[src/rtl/deco_3a8_seq.sv]
// Sequenced 3-to-8 one-hot decoder with break-before-make gap and optional
// autonomous 0..7 scan mode.
module deco_3a8_seq #(
    parameter int unsigned HOLD_CYCLES = 4
) (
    input  logic       clk,
    input  logic       rst,
    input  logic [2:0] code_in,
    input  logic       code_valid,
    output logic       code_ready,
    input  logic       scan_en,
    output logic [7:0] y,
    output logic       active,
    output logic       done
);

    typedef enum logic [1:0] {
        IDLE,
        HOLD,
        GAP
    } state_t;

    localparam logic [7:0] HOLD_LOAD = 8'(HOLD_CYCLES - 1);

    state_t     state_q, state_d;
    logic [2:0] code_q, code_d;
    logic [7:0] cnt_q, cnt_d;
    logic [2:0] ptr_q, ptr_d;
    logic       scan_src_q, scan_src_d;
    logic [7:0] y_q, y_d;
    logic       active_q, active_d;
    logic       done_q, done_d;

    always_comb code_ready = (state_q == IDLE) & ~scan_en & ~rst;

    always_ff @(posedge clk or posedge rst) begin
        if (rst) begin
            state_q    <= IDLE;
            code_q     <= '0;
            cnt_q      <= '0;
            ptr_q      <= '0;
            scan_src_q <= 1'b0;
            y_q        <= '0;
            active_q   <= 1'b0;
            done_q     <= 1'b0;
        end else begin
            state_q    <= state_d;
            code_q     <= code_d;
            cnt_q      <= cnt_d;
            ptr_q      <= ptr_d;
            scan_src_q <= scan_src_d;
            y_q        <= y_d;
            active_q   <= active_d;
            done_q     <= done_d;
        end
    end

    always_comb begin
        state_d    = state_q;
        code_d     = code_q;
        cnt_d      = cnt_q;
        ptr_d      = ptr_q;
        scan_src_d = scan_src_q;
        unique case (state_q)
            IDLE: begin
                if (scan_en) begin
                    code_d     = ptr_q;
                    cnt_d      = HOLD_LOAD;
                    scan_src_d = 1'b1;
                    state_d    = HOLD;
                end else if (code_valid && code_ready) begin
                    code_d     = code_in;
                    cnt_d      = HOLD_LOAD;
                    scan_src_d = 1'b0;
                    state_d    = HOLD;
                end
            end
            HOLD: begin
                if (cnt_q == '0) begin
                    state_d = GAP;
                end else begin
                    cnt_d = cnt_q - 8'd1;
                end
            end
            GAP: begin
                // Pointer advances even when scan is dropping, so a later session resumes after this code.
                if (scan_src_q) begin
                    ptr_d = ptr_q + 3'd1;
                end
                if (scan_en) begin
                    code_d     = ptr_d;
                    cnt_d      = HOLD_LOAD;
                    scan_src_d = 1'b1;
                    state_d    = HOLD;
                end else begin
                    state_d = IDLE;
                end
            end
            default: state_d = IDLE;
        endcase
    end

    // Outputs are registered from the next state so they switch on the same edge as the state.
    always_comb begin
        y_d      = '0;
        active_d = 1'b0;
        done_d   = 1'b0;
        if (state_d == HOLD) begin
            y_d      = 8'd1 << code_d;
            active_d = 1'b1;
        end
        if (state_d == GAP) begin
            done_d = 1'b1;
        end
    end

    assign y      = y_q;
    assign active = active_q;
    assign done   = done_q;

endmodule

[config.mk]
export PLATFORM = sky130hd
export DESIGN_NAME = deco_3a8_seq
export DESIGN_NICKNAME = d
export VERILOG_FILES = /design/src/rtl/deco_3a8_seq.sv
export SDC_FILE = /design/constraint.sdc
export NUM_CORES = 1
export LEC_CHECK = 0
export ABC_AREA = 1
export CAP_MARGIN = 20
export CORE_ASPECT_RATIO = 0.6
export CORE_MARGIN = 4
export CORE_UTILIZATION = 50
export CTS_CLUSTER_DIAMETER = 120
export DETAILED_ROUTE_END_ITERATION = 10
export GPL_ROUTABILITY_DRIVEN = 0
export PLACE_DENSITY_LB_ADDON = 0.08
export SLEW_MARGIN = 40
export SYNTH_ARGS = -nofsm -noshare
export SYNTH_HDL_FRONTEND = slang
export SYNTH_SLANG_ARGS = --single-unit
[constraint.sdc]
create_clock -name clk -period 1.94 [get_ports clk]
set_input_delay 0.388 -clock clk [delete_from_list [all_inputs] [get_ports clk]]
set_output_delay 0.388 -clock clk [all_outputs]
set_load 0.005 [all_outputs]
==> qor.txt, run 1 <==
Status - finished, final reports clean
Crit start category - input pin
Post-synthesis simple-gate area fraction - 35.2%
Total track usage - 17.4%
Main combinational cell family by area after synthesis - simple AND/OR/NAND/NOR gates
Die Width - 75.3 um
Fin area - 1690 sq um
Largest net degree at the start of global routing - 17
Seq/Total Area, Yosys - 49.8%
Remaining routing DRC violations - 0
Most frequent cells in the layout - nand2_1, nor2_1, dfrtp_1
GR Overflow Total - 0
Max-slew violations - 0
Antenna viol nets, final - 0
Max Clk Rate - 572 MHz
Seq cells post-synth - 27
Clk root buf - clkbuf_8
NumNets Final - 208
Hold Path Depth - 2
Initial antenna violation count - 0
Ports - 18
Vias - 1098
Drt pass-1 iters - 4
Post-DP HPWL - 2.20 mm
Hold Fails Final Rpt - 0
Post-Syn Area - 1360 sq um
Relative slew slack - 86.3%
Sink Count - 27
Synth Net Count - 177
H-tree depth - 1
Peak VDD IR - 0.000606 V
Fin crit share - 90.1%
Max_cap viols - 0
Die Span Y - 48.4 um
Avg Cell Area, Syn - 8.13 sq um
Core area - 2540 sq um
Min Tclk post-route - 1.75 ns
Non-Filler Instances - 229
R2R cell count - 10
CTS tree - done
# diodes - 0
Adder-cell share of the synthesized area - 2.76%
Drt first-iter violations - 79
Clock latency at the later pin of the worst-skew pair - 0.27 ns
Min-Delay Path Class - reg -> reg
Most common library cell in the layout ignoring fill and taps - nand2_1
Total wire length - 2.81 mm
Die Area - 3640 sq um
Post-synthesis cell count - 167
PwrDens - 1310 nW/um^2
Distinct cells, synth - 16
Post-Synth XOR/XNOR Area - 3.87%
Starting density of the core - 53.4%
CTS Buffer Depth - 2
Count of final setup violators - 0
Final core occ - 66.7%
First-pass GRT wire length - 4.86 mm
Compound-Gate Fraction of Synth Area - 2.58%
Vias in the first global route - 1076
Placed Area - 1610 sq um
WS Path Type - in -> reg
CP Max Fanout - 12
Pleak - 0.957 nW
RSZ-0062 raised after global routing - false
Total of warnings raised by yosys - 0
Worst hold margin - 0.517 ns
Layout cells sized above 1 - 17.8%
Req. time, crit path - 2.15 ns
WL/cell - 12.3 um
Worst slew pin tran - 0.205 ns
Post-synthesis mux area share - 0%
Fill count - 215
Port bufs - 17
Row Count - 14
Clock transition at path regs - 0.09 ns
Via density - 4.79
WP data arrival - 1.96 ns
Skew final - 0.00319 ns
Endpoint type of the worst setup path - flip-flop
Area Growth Syn to Fin - 24.7%
TritonCTS Buffers - 3
Placed Instances - 221
Hold_buf cts - 0
-- layout make-up --
class	count	area [sq um]	area share [%]
Multi-Input combinational cell	119	608	35.9
Sequential cell	27	678	40.1
Clock buffer	3	41.3	2.44
Inverter	21	78.8	4.66
Timing Repair Buffer	26	239	14.1
Clock inverter	1	7.51	0.443
Tap cell	32	40.0	2.37
-- final timing paths --
check | startpoint | slack (ns) | to
worst max-delay path | rst | 0.19 | y[5]$_DFF_PP0_
worst min-delay path | cnt_q[0]$_DFFE_PP0P_ | 0.52 | cnt_q[0]$_DFFE_PP0P_
worst max register to register | ptr_q[0]$_DFFE_PP0P_ | 0.42 | y[5]$_DFF_PP0_
worst min register to register | cnt_q[0]$_DFFE_PP0P_ | 0.52 | cnt_q[0]$_DFFE_PP0P_
max in group asynchronous | rst | 1.18 | code_q[2]$_DFF_PP0_
min in group asynchronous | rst | 0.57 | scan_src_q$_DFFE_PP0P_
-- synth_stat cells (all sizes together) --
cell type / number / area [sq um]
dfrtp: 27 / 676
nand2: 54 / 213
inv: 21 / 78.8
a21oi: 1 / 5.00
xor2: 6 / 52.6
ha: 3 / 37.5
nand4: 1 / 12.5
nor2: 31 / 148
nand3: 17 / 105
o21ai: 6 / 30.0
-- power breakdown --
| part | switching (W) | internal [W] | total, W | leakage (nW) |
|---|---|---|---|---|
| clock | 0.000175 | 0.000146 | 0.000321 | 0.0217 |
| combinational | 0.000584 | 0.000413 | 0.000997 | 0.594 |
| sequential | 0.000143 | 0.000751 | 0.000894 | 0.342 |
| total | 0.000902 | 0.00131 | 0.00221 | 0.957 |
-- timing repair --
item	CTS	global route
setup buffers	3	1
pin swaps	0	1
endpoints found under the setup margin	1	1
resized for setup	4	2
endpoints found under the hold margin	0	0
-- kinds of logic (layout without fill, tap and decap cells) --
family / count (synthesis) / in the layout
and+or+nand+nor: 103 / 103
DFF: 27 / 27
buffers and inverters: 21 / 51
AOI/OAI and AO/OA: 7 / 7
xor gates and xnor gates: 6 / 6
adders and majority gates: 3 / 3
-- layer usage --
metal,up-vias,global-route usage [%],share of wire [%]
met4,0,2.91,0.43
met5,-,0,0
met1,492,26.3,53
met3,2,6.20,4.9
met2,27,24.3,42
li1,577,-,-
-- registers in the layout, summed over array words and instances, names as in the netlist --
name        cells
y               8
done            1
active          1
code_q          3
scan_src_q      1
ptr_q           3
cnt_q           8
state_q         2
-- critical path: stages --
cell and delay (ns):
clkdlybuf4s50_1 0.42, inv_2 0.08, buf_4 0.12, buf_4 0.20
nand4_2 0.18, nand3_2 0.13, inv_2 0.07, nor2_8 0.15
nand2_2 0.10, nor2_1 0.12
-- stage by stage --
| step | setup WS [ns] | power (W) | setup TNS, ns |
|---|---|---|---|
| 2_1_floorplan | 0.145 | 0.00157 | 0 |
| 3_3_place_gp | -0.0251 | 0.00183 | -0.0251 |
| 3_5_place_dp | -0.0523 | 0.00188 | -0.371 |
| 4_1_cts | 0.00308 | 0.00221 | 0 |
| 5_1_grt | 0.0442 | 0.00242 | 0 |
| 6_report | 0.192 | 0.00221 | 0 |
No activity file was read; power rests on OpenSTA's default activity.
==> run 2: changes to the inputs <==
--- a/config.mk
+++ b/config.mk
@@ -10,6 +10,7 @@
 export CORE_ASPECT_RATIO = 0.6
 export CORE_MARGIN = 4
 export CORE_UTILIZATION = 50
+export CTS_BUF_LIST = sky130_fd_sc_hd__clkbuf_16
 export CTS_CLUSTER_DIAMETER = 120
 export DETAILED_ROUTE_END_ITERATION = 10
 export GPL_ROUTABILITY_DRIVEN = 0
==> constraint.sdc (replaced) <==
create_clock -name clk -period 1.94 [get_ports clk]
set_input_delay 0.388 -clock clk [delete_from_list [all_inputs] [get_ports clk]]
set_output_delay 0.388 -clock clk [all_outputs]
set_load 0.01 [all_outputs]
==> qor.txt, run 2 (synthesis gave the netlist of run 1 again) <==
Vias - 1090 (-0.73%)
Core area - 2540 sq um (unchanged)
Worst slew pin tran - 0.218 ns (+0.0131 ns)
Drt pass-1 iters - 4 (unchanged)
Ports - 18 (unchanged)
Setup TNS - 0 ns (unchanged)
PwrDens - 1390 nW/um^2 (+6.1%)
Endpoint type of the worst setup path - output pin
Sink Count - 27 (unchanged)
Relative slew slack - 85.4% (-0.87 points)
Met1 Routed Length - 1.46 mm (-1.9%)
Critical-path cell list - clkdlybuf4s50_1 -> inv_1 -> nand3_1 -> inv_1 -> dlygate4sd2_1
Row Count - 14 (unchanged)
GR Overflow Total - 0 (unchanged)
Skew final - 0.00364 ns (+0.000450 ns)
# diodes - 0 (unchanged)
Via density - 4.82 (+0.59%)
Clock transition at path regs - 0.06 ns (-0.03 ns)
Crit start category - input pin
NumNets Final - 205 (-1.4%)
Die Span Y - 48.4 um (unchanged)
Most frequent cells in the layout - nand2_1, nor2_1, dfrtp_1
Starting density of the core - 53.4% (unchanged)
Hold Fails Final Rpt - 0 (unchanged)
Placement Setup Slack - -0.0645 ns (-0.0122 ns)
RSZ-0062 raised after global routing - false
Worst setup margin - 0.210 ns (+0.0178 ns)
Initial antenna violation count - 0 (unchanged)
Status - finished, final reports clean
Min-Delay Path Class - in -> async
Clk root buf - clkbuf_16
Total wire length - 2.63 mm (-6.4%)
Post-DP HPWL - 2.01 mm (-8.6%)
Pleak - 0.946 nW (-1.2%)
Die Width - 75.3 um (unchanged)
Port bufs - 17 (unchanged)
DR top layer - met4
Vias in the first global route - 1017 (-5.5%)
First-pass GRT wire length - 4.53 mm (-6.9%)
CP Max Fanout - 2 (-10)
Count of final setup violators - 0 (unchanged)
Antenna viol nets, final - 0 (unchanged)
Req. time, crit path - 1.55 ns (-0.60 ns)
WP data arrival - 1.34 ns (-0.62 ns)
Fin crit share - 89.2% (-0.92 points)
WL met2 - 1.05 mm (-11%)
H-tree depth - 1 (unchanged)
Peak VDD IR - 0.000767 V (+26%)
Largest stage delay, worst path - 0.48 ns (+0.06 ns)
Most common library cell in the layout ignoring fill and taps - nand2_1
Remaining routing DRC violations - 0 (unchanged)
Total track usage - 16.0% (-1.4 points)
CTS tree - done
Min Tclk post-route - 1.73 ns (-0.0178 ns)
Slowest CP cell - clkdlybuf4s50_1
Final core occ - 66.7% (about the same)
WL/cell - 11.6 um (-5.2%)
Drt first-iter violations - 43 (-46%)
Clock latency at the later pin of the worst-skew pair - 0.26 ns (about the same)
WS Path Type - in -> out
Largest net degree at the start of global routing - 16 (-1)
Most common cell on crit path - inv_1
Max_cap viols - 0 (unchanged)
Die Area - 3640 sq um (unchanged)
Max-slew violations - 0 (unchanged)
TritonCTS Buffers - 3 (unchanged)
Area Growth Syn to Fin - 24.8% (about the same)
CTS Buffer Depth - 2 (unchanged)
Layout cells sized above 1 - 16.0% (-1.8 points)
Max Clk Rate - 578 MHz (+1.0%)
Metal3 WL - 112 um (-19%)
run 2: layer usage:
layer	GRT usage (%)	vias up
met5	0	-
met4	3.20	0
met3	4.75	2
met2	22.1	17
met1	24.6	501
li1	-	570
run 2: per-stage QoR:
step / power [W] / cell area [sq um] / std cells / hold WS [ns]
final: 0.00235 / 1690 / 226 / 0.490
after global routing: 0.00255 / 1690 / 226 / 0.524
after CTS: 0.00236 / 1690 / 226 / 0.493
after detailed placement: 0.00188 / 1610 / 221 / 0.478
after global placement: 0.00185 / 1610 / 221 / 0.472
after floorplan: 0.00159 / 1360 / 167 / 0.453
run 2: path summary, 6_finish.rpt:
path / startpoint / to / slack, ns / cells after the start
max: scan_en / code_ready / 0.21 / 5
min: rst / scan_src_q$_DFFE_PP0P_ / 0.49 / 3
max reg2reg: ptr_q[0]$_DFFE_PP0P_ / y[1]$_DFF_PP0_ / 0.41 / 10
min reg2reg: cnt_q[0]$_DFFE_PP0P_ / cnt_q[0]$_DFFE_PP0P_ / 0.49 / 2
max in group asynchronous: rst / state_q[1]$_DFF_PP0_ / 1.27 / 3
min in group clk: cnt_q[0]$_DFFE_PP0P_ / cnt_q[0]$_DFFE_PP0P_ / 0.49 / 2
run 2: report_power, final:
group / leakage [nW] / internal, W / switching (W)
logic: 0.563 / 0.000405 / 0.000598
registers: 0.342 / 0.000752 / 0.000138
clock network: 0.0409 / 0.000277 / 0.000177
run 2: area by class of cell:
cell class	count	area [sq um]
clock buffer	3	75.1
sequential	27	678
fill	203	846
inverter	21	78.8
clock inverter	1	5.00
timing repair buffer	23	214
tap	32	40.0
multi-input combinational	119	603
run 2: repair_timing:
item,CTS,global route
setup buffers,1,0
gates resized for setup,4,0
hold buffers,0,0
setup endpoints to repair,1,0
run 2: critical path: cells and delay by family:
| family | cells | cell delay [ns] |
|---|---|---|
| buf+inv | 4 | 0.85 |
| simple gates | 1 | 0.10 |
==> run 3: changes to the inputs <==
--- a/config.mk
+++ b/config.mk
@@ -12,6 +12,7 @@
 export CORE_UTILIZATION = 50
 export CTS_BUF_LIST = sky130_fd_sc_hd__clkbuf_16
 export CTS_CLUSTER_DIAMETER = 120
+export CTS_CLUSTER_SIZE = 8
 export DETAILED_ROUTE_END_ITERATION = 10
 export GPL_ROUTABILITY_DRIVEN = 0
 export PLACE_DENSITY_LB_ADDON = 0.08
==> results of run 3 <==
Same layout as run 2: the final DEF is identical, and so are final timing and power.
==> edit: new RTL, flow settings as in run 2 <==
Encoding of `state_t`: now one-hot (3 bits for 3 states).
--- a/src/rtl/deco_3a8_seq.sv
+++ b/src/rtl/deco_3a8_seq.sv
@@ -15,8 +15,8 @@
 );
 
-    typedef enum logic [1:0] {
-        IDLE,
-        HOLD,
-        GAP
+    typedef enum logic [2:0] {
+        IDLE = 3'b001,
+        HOLD = 3'b010,
+        GAP  = 3'b100
     } state_t;
 
Function: same outputs for any inputs over 10 cycles, from zero or initial values and one cycle with rst high; not proved beyond that.
==> edit against run 2 <==
  * Final area is 7.5% higher
  * Worst setup slack worse by 54 ps
  * Final cell count is 6.2% higher
  * First-iteration DRC count is 37% higher
  * Sequential cell count is 1 higher
  * Power is 15% higher
  * Utilization is 3.5 points higher
  * Count of clock-buffer cells in the layout stayed put
  * Area after synthesis is 3.5% higher
  * Synthesized cell count is 4.2% higher
  * Wire length is 16% higher
  * Largest cell class unchanged
  * Largest power group unchanged
==> edit: results (changes against run 2) <==
Parameter                              Value

Pwr
  Power Dens Cells    1490 nW/µm² (was 1390 nW/µm²)
  Leakage power    0.897 nW (was 0.946 nW)
  Clock share of power    0.222 (was 0.193)
  Top power group    combinational logic (unchanged)
  Portion of total power attributed to sequential cells    0.323 (was 0.379)
  Net Sw Power    1.02 mW (was 0.913 mW)

Layout
  Finished Layout Cells    240 (was 226)
  Proportion of layout cells with a drive suffix above 1    0.197 (was 0.160)
  Number of filler cells placed in the layout    206 (was 203)
  Number of nets at the end of the flow    218 (was 205)

Worst setup path
  CP endpoint    cnt_q[2]$_DFFE_PP0P_ (was code_ready)
  Largest driver fanout on the critical path    11 (was 2)
  Delay-heaviest family, CP    simple AND/OR/NAND/NOR gates (was buffers and inverters)
  Crit-path slowest cell    sky130_fd_sc_hd__dfrtp_1 (was sky130_fd_sc_hd__clkdlybuf4s50_1)
  Type of the worst setup path    reg2reg (was in2out)
  Biggest cell delay along the critical path    360 ps (was 480 ps)
  Reg-to-reg startpoint    cnt_q[0]$_DFFE_PP0P_ (was ptr_q[0]$_DFFE_PP0P_)

Global route
  GRT Overall Usage    0.178 (was 0.160)
  Via count of the first global-routing pass    1205 (was 1017)
  Pin count of the biggest net entering global routing    29 (was 16)
  Wire length of the first global-routing pass    5460 µm (was 4530 µm)

Yosys
  Yosys cell types    27 (was 16)
  Syn nets    183 (was 177)
  Portion of the post-synthesis area used by sequential elements    0.500 (was 0.498)
  Most common library cells after synthesis    43 x sky130_fd_sc_hd__nand2_1, 27 x sky130_fd_sc_hd__dfrtp_1, 23 x sky130_fd_sc_hd__nor2_1, 17 x sky130_fd_sc_hd__inv_1, 14 x sky130_fd_sc_hd__nand3_1 (was 50 x sky130_fd_sc_hd__nand2_1, 27 x sky130_fd_sc_hd__dfrtp_1, 26 x sky130_fd_sc_hd__nor2_1, 17 x sky130_fd_sc_hd__inv_1, 13 x sky130_fd_sc_hd__nand3_1)
  Cells taking the most area after synthesis    sky130_fd_sc_hd__dfrtp_1 48%, sky130_fd_sc_hd__nand2_1 11%, sky130_fd_sc_hd__nor2_1 6.1% (was sky130_fd_sc_hd__dfrtp_1 50%, sky130_fd_sc_hd__nand2_1 14%, sky130_fd_sc_hd__nor2_1 7.2%)
  Cells after Synth    174 (was 167)

Drt
  Vias per cell    5.10 (was 4.82)
  Average wire per standard cell    12.7 µm (was 11.6 µm)
  Number of design-rule violations left by the first detailed-router iteration    59 (was 43)

CTS
  Buffers inserted by post-CTS timing repair    0 (was 1)

Outcome
  Status    complete, no violations (unchanged)

STA
  Actual slew at the worst max-slew pin    351 ps (was 218 ps)
  Hold WS    561 ps (was 490 ps)
  Final clock period utilization by the worst path    0.920 (was 0.892)
  Final setup fails    0 (unchanged)
  Skew final    2.22 ps (was 3.64 ps)

Placed design
  DP Area    1720 µm² (was 1610 µm²)
  Pre-CTS worst setup slack    -102 ps (was -64.5 ps)

Worst hold path
  Worst min-delay path category    reg2reg (was in2async)
==> edit: changes by cell type after synthesis, moves of 2 or more <==
cell                             run 2  this run
sky130_fd_sc_hd__nand3_2             4         1
sky130_fd_sc_hd__nand2_4             0         2
sky130_fd_sc_hd__nor2_1             26        23
sky130_fd_sc_hd__inv_2               4         8
sky130_fd_sc_hd__o21ai_1             0        11
sky130_fd_sc_hd__o21ai_0             6         2
sky130_fd_sc_hd__xor2_1              6         4
sky130_fd_sc_hd__nand2_2             4         2
sky130_fd_sc_hd__nand2_1            50        43
sky130_fd_sc_hd__a21oi_1             1         4
==> edit: cell families (layout without fill, tap and decap cells) <==
family | count (synthesis) | after routing | synth area share
DFF | 28 | 28 | 0.500
AOI/OAI and AO/OA | 21 | 21 | 0.0828
xor gates and xnor gates | 4 | 4 | 0.0249
adders and majority gates | 2 | 2 | 0.0178
buffers and inverters | 27 | 61 | 0.0784
and+or+nand+nor | 92 | 92 | 0.297
==> edit: metal layers <==
metal | global-route usage | wire [µm] | up-vias
met1 | 0.247 | 1540 | 565
li1 | - | - | 614
met5 | 0 | 0 | -
met3 | 0.0554 | 188 | 2
met2 | 0.280 | 1310 | 43
met4 | 0.0271 | 12 | 0
==> edit: cell type report <==
| cell class | count | area, µm² | area share |
|---|---|---|---|
| Timing Repair Buffer | 32 | 278 | 0.153 |
| Clock inverter | 1 | 30.0 | 0.0165 |
| Sequential cell | 28 | 702 | 0.386 |
| Clock buffer | 3 | 75.1 | 0.0412 |
| Tap cell | 32 | 40.0 | 0.0220 |
| Inverter | 25 | 97.6 | 0.0536 |
| Multi-Input combinational cell | 119 | 598 | 0.329 |
